File: config.mk
export PLATFORM = sky130hd
export DESIGN_NAME = run_event_logger
export DESIGN_NICKNAME = d
export VERILOG_FILES = /design/src/rtl/run_event_logger.sv
export SDC_FILE = /design/constraint.sdc
export NUM_CORES = 1
export LEC_CHECK = 0
export BUFFER_PORTS_ARGS = -buffer_cell sky130_fd_sc_hd__buf_2
export CAP_MARGIN = 20
export CORE_MARGIN = 2
export CORE_UTILIZATION = 35
export CTS_CLUSTER_DIAMETER = 60
export DETAILED_ROUTE_END_ITERATION = 8
export SLEW_MARGIN = 20
export SYNTH_ARGS = -nofsm -noshare
export SYNTH_HDL_FRONTEND = slang
export SYNTH_SLANG_ARGS = --single-unit
export TNS_END_PERCENT = 20
File: constraint.sdc
create_clock -name clk -period 2 [get_ports clk]
set_clock_uncertainty 0.2 [all_clocks]
set_input_delay 0.3 -clock clk [delete_from_list [all_inputs] [get_ports clk]]
set_output_delay 0.3 -clock clk [all_outputs]
set_load 0.01 [all_outputs]
File: src/rtl/run_event_logger.sv
// Run event logger: counts detector run events into BCD display counters,
// with a stretched LED pulse, last-kind flag and sticky error flag.
module run_event_logger #(
  parameter int         DIGITS  = 2,
  parameter bit         WRAP    = 1'b0,
  parameter int         STRETCH = 8,
  parameter logic [8:0] Y_ZERO  = 9'd4,
  parameter logic [8:0] Y_ONE   = 9'd8
) (
  input  logic              clk,
  input  logic              reset,
  input  logic              z,
  input  logic [8:0]        y,
  input  logic              clr,
  output logic [4*DIGITS-1:0] cnt_zero,
  output logic [4*DIGITS-1:0] cnt_one,
  output logic              last_one,
  output logic              led,
  output logic              sat,
  output logic              err
);

  localparam int W  = 4 * DIGITS;
  localparam int SW = $clog2(STRETCH + 1);
  localparam logic [W-1:0]  ALL9  = {DIGITS{4'h9}};
  localparam logic [SW-1:0] ST_LD = SW'(STRETCH);

  logic          z_q;
  logic [W-1:0]  cz_q, cz_d;
  logic [W-1:0]  co_q, co_d;
  logic          last_q, last_d;
  logic          err_q, err_d;
  logic [SW-1:0] st_q, st_d;
  logic          rise;

  // Ripple BCD increment; all-9s either holds or rolls to zero.
  function automatic logic [W-1:0] bcd_inc(input logic [W-1:0] v);
    logic [W-1:0] r;
    logic         c;
    r = v;
    c = 1'b1;
    for (int i = 0; i < DIGITS; i++) begin
      if (c) begin
        if (v[4*i +: 4] == 4'd9) begin
          r[4*i +: 4] = 4'd0;
        end else begin
          r[4*i +: 4] = v[4*i +: 4] + 4'd1;
          c = 1'b0;
        end
      end
    end
    if (!WRAP && v == ALL9) r = v;
    return r;
  endfunction

  assign rise = z & ~z_q;

  always_comb begin
    cz_d   = cz_q;
    co_d   = co_q;
    last_d = last_q;
    err_d  = err_q;
    st_d   = (st_q != '0) ? st_q - SW'(1) : st_q;
    priority case (1'b1)
      clr: begin
        cz_d   = '0;
        co_d   = '0;
        last_d = 1'b0;
        err_d  = 1'b0;
        st_d   = '0;
      end
      rise: begin
        st_d = ST_LD;
        if (y == Y_ZERO) begin
          cz_d   = bcd_inc(cz_q);
          last_d = 1'b0;
        end else if (y == Y_ONE) begin
          co_d   = bcd_inc(co_q);
          last_d = 1'b1;
        end else begin
          err_d  = 1'b1;
        end
      end
      default: ;
    endcase
  end

  always_ff @(posedge clk or negedge reset) begin
    if (!reset) begin
      z_q    <= 1'b0;
      cz_q   <= '0;
      co_q   <= '0;
      last_q <= 1'b0;
      err_q  <= 1'b0;
      st_q   <= '0;
    end else begin
      z_q    <= z;
      cz_q   <= cz_d;
      co_q   <= co_d;
      last_q <= last_d;
      err_q  <= err_d;
      st_q   <= st_d;
    end
  end

  assign cnt_zero = cz_q;
  assign cnt_one  = co_q;
  assign last_one = last_q;
  assign err      = err_q;
  assign led      = (st_q != '0);
  assign sat      = !WRAP && (cz_q == ALL9 || co_q == ALL9);

endmodule

==> impl_metrics.yaml <==
sta:
  rsz0062_at_grt: "yes"
  setup_slack_ns: -0.0301
  period_minus_slack_ns: 2.03
  max_slew.worst_pin.slew_ns: 0.530
  finalHoldViolCount: 0
  relSlewSlack_pct: 64.7
  setup_violations: 1
  fmax_mhz: 493
  finalCritPeriodShare_pct: 102
  slew_viol_final: 0
cells_and_area:
  area_delta_synth_final_pct: 34.0
  finalNetCount: 219
  finish.utilization_pct: 49.1
  layout_commonest_cell: "buf_2"
  antenna_cells: 0
  final_cell_mix: "31 x buf_2, 22 x dfrtp_1, 21 x buf_4"
  drive_gt1_share_pct: 38.3
logic_synthesis:
  syn-instance-count: 142
  yosysWarnings: 0
  synth_seq_cells: 23
  seq_area_frac_synth_pct: 42.6
  ys_types: 37
  syn_avg_cell_area_um2: 9.52
  synth_area_um2: 1350
  synthesis.nets: 164
setup_path:
  rr_endpoint: "cnt_one[7]"
  rrSetupSlack_ns: 0.07
  slowest_delay_ns: 0.42
  required_ns: 1.50
  crit_arrival_ns: 1.53
  startpoint_type: "register"
  critPathSlowestCell: "dfrtp_1"
  path_cells: "ha_4, and3b_2, nor2b_4, or2_4, buf_6"
  crit_family: "simple AND/OR/NAND/NOR gates"
  end_kind: "output pin"
  crit_fanout: 2
  reg2reg_from: "cnt_one[1]"
  worstSetupStartpoint: "cnt_zero[0]"
  path_buf_inv: 1
  crit_type: "register to output pin"
  r2r_cells: 6
outcome:
  outcome: "finished, violations left"
  violations: "setup timing"
power:
  p_per_area_nw_per_um2: 575
  power.leakage_nw: 0.826
  ir_drop_mv: 0.327
clocking:
  clk_pin_slew_worst_paths_ns: 0.09
  numCtsBuffers: 3
  root_buffer: "clkbuf_8"
  clk_latency_ns: 0.27
  htree_levels: 1
  tritoncts: "built"
  clkSinkCount: 23
  clock_path_buffers: 2
run:
  drv_cap: 0
floorplanning:
  coreArea_um2: 3690
  ioPinCount: 33
  die_y_um: 66.1
  dieArea_um2: 4370
  fp.dieW_um: 66.1
  initial_core_util_pct: 36.6
  fp-row-count: 22
route:
  avgViaCountPerCell: 5.07
  drc: 0
  dr.pass1.iters: 4
  drt_iter0_drc: 44
  routed_wl_mm: 3.22
  wl_per_cell_um: 13.2
  vias: 1236
  ant_nets: 0
place:
  place_worst_setup_slack_ns: -0.105
  dp_hpwl_mm: 2.33
  port_buffers: 32
  place_congestion: 0.864
global_routing:
  antenna_found_initial: 0
  met1_usage_pct: 19.2
  grt_use_met3_pct: 1.87
  grt_usage_pct: 16.4
  grt_busiest_layer: "met2"
  grtUsageMet2_pct: 29.4
  grt_start_max_net_pins: 24
  grt_pass1_wl_mm: 5.49
  grt_remaining_overflow: 0
  grt_pass1_vias: 1270
worst_hold_path:
  hold_path_end: "st_q[3]"
  min_path_cells: 3
  min_path_type: "primary input to register"
  min_from: "z"
## power breakdown
group          total (W)  switching (W)  internal, W
sequential      0.000516      0.0000217     0.000495
clock           0.000299       0.000159     0.000139
combinational   0.000227       0.000124     0.000103
## metal layers
layer	up-vias	part of all wire, %
met4	0	2.1
met5	-	0
met1	584	43
met2	24	50
li1	622	-
met3	6	4.1
## worst max path at each step
stage / end / slack (ns) / depth (start not counted)
2_1_floorplan: sat / 0.12 / 5
3_3_place_gp: cnt_one[5] / 0.04 / 6
3_5_place_dp: cnt_one[7] / -0.10 / 5
4_1_cts: sat / -0.006 / 5
5_1_grt: sat / -0.08 / 6
6_report: sat / -0.03 / 5
## kinds of logic after synthesis
kind of cell	synth area share (%)
adders and majority gates	8.33
DFF	42.6
and+or+nand+nor	26.3
muxes	1.57
AOI/OAI and AO/OA	15.5
buffers and inverters	4.44
xor gates and xnor gates	1.30
## Yosys cell counts, drive strengths merged
library cell	n	area share (%)
nand3	4	1.9
clkbuf	4	1.1
inv	9	2.5
nor2b	5	2.3
or4b	1	0.74
o21ai	14	5.2
nor3	4	1.9
a21boi	1	0.56
o31ai	2	1.1
or3	9	4.3
nand4	2	1.4
or2	1	0.46
and3b	1	0.65
a311oi	1	0.65
nor2	6	1.7
nor4	2	2.0
nand3b	3	1.7
or3b	2	1.3
nand2b	4	1.9
a21oi	18	6.7
buf	1	0.83
ha	9	8.3
dfrtp	23	43
nand2	6	1.7
and4bb	1	0.93
xnor2	1	0.65
xor2	1	0.65
mux2i	1	0.74
a2111oi	1	0.65
mux2	1	0.83
or4	3	1.7
a32oi	1	0.65
## flip-flops by register name, summed over array words and instances, names as in the netlist
name,flops
cnt_zero,8
cnt_one,8
last_one,1
st_q,4
err,1
z_q,1
## area by class of cell
| type | count | area [um2] |
|---|---|---|
| sequential | 23 | 577 |
| fill | 361 | 1880 |
| multi-input combinational | 105 | 749 |
| tap | 48 | 60.1 |
| clock inverter | 1 | 5.00 |
| clock buffer | 3 | 41.3 |
| timing repair buffer | 55 | 344 |
| inverter | 9 | 33.8 |
## repair_timing
| action | 4_1_cts | 5_1_grt |
|---|---|---|
| pin swaps | 1 | 2 |
| setup buffers | 6 | 1 |
| setup endpoints to repair | 1 | 3 |
| endpoints found under the hold margin | 24 | 0 |
| gates resized for setup | 7 | 5 |
| hold buffers | 2 | 0 |
| gates cloned | 0 | 0 |
## worst min-delay path, cell delays in order
cell      delay (ns)
buf_2           0.12
nand2b_1        0.11
a21oi_1         0.07
## stage by stage
step	hold slack (ns)	std cells	area, um2	total power (W)	setup TNS, ns
finish	0.167	244	1810	0.00104	-0.0301
global route	0.196	244	1810	0.00110	-0.103
CTS	0.179	243	1780	0.00105	-0.00628
detailed placement	0.118	231	1650	0.000754	-0.184
global placement	0.108	231	1650	0.000743	0
floorplan	-0.196	142	1350	0.000676	0
Power figures use the tool's default switching activity.
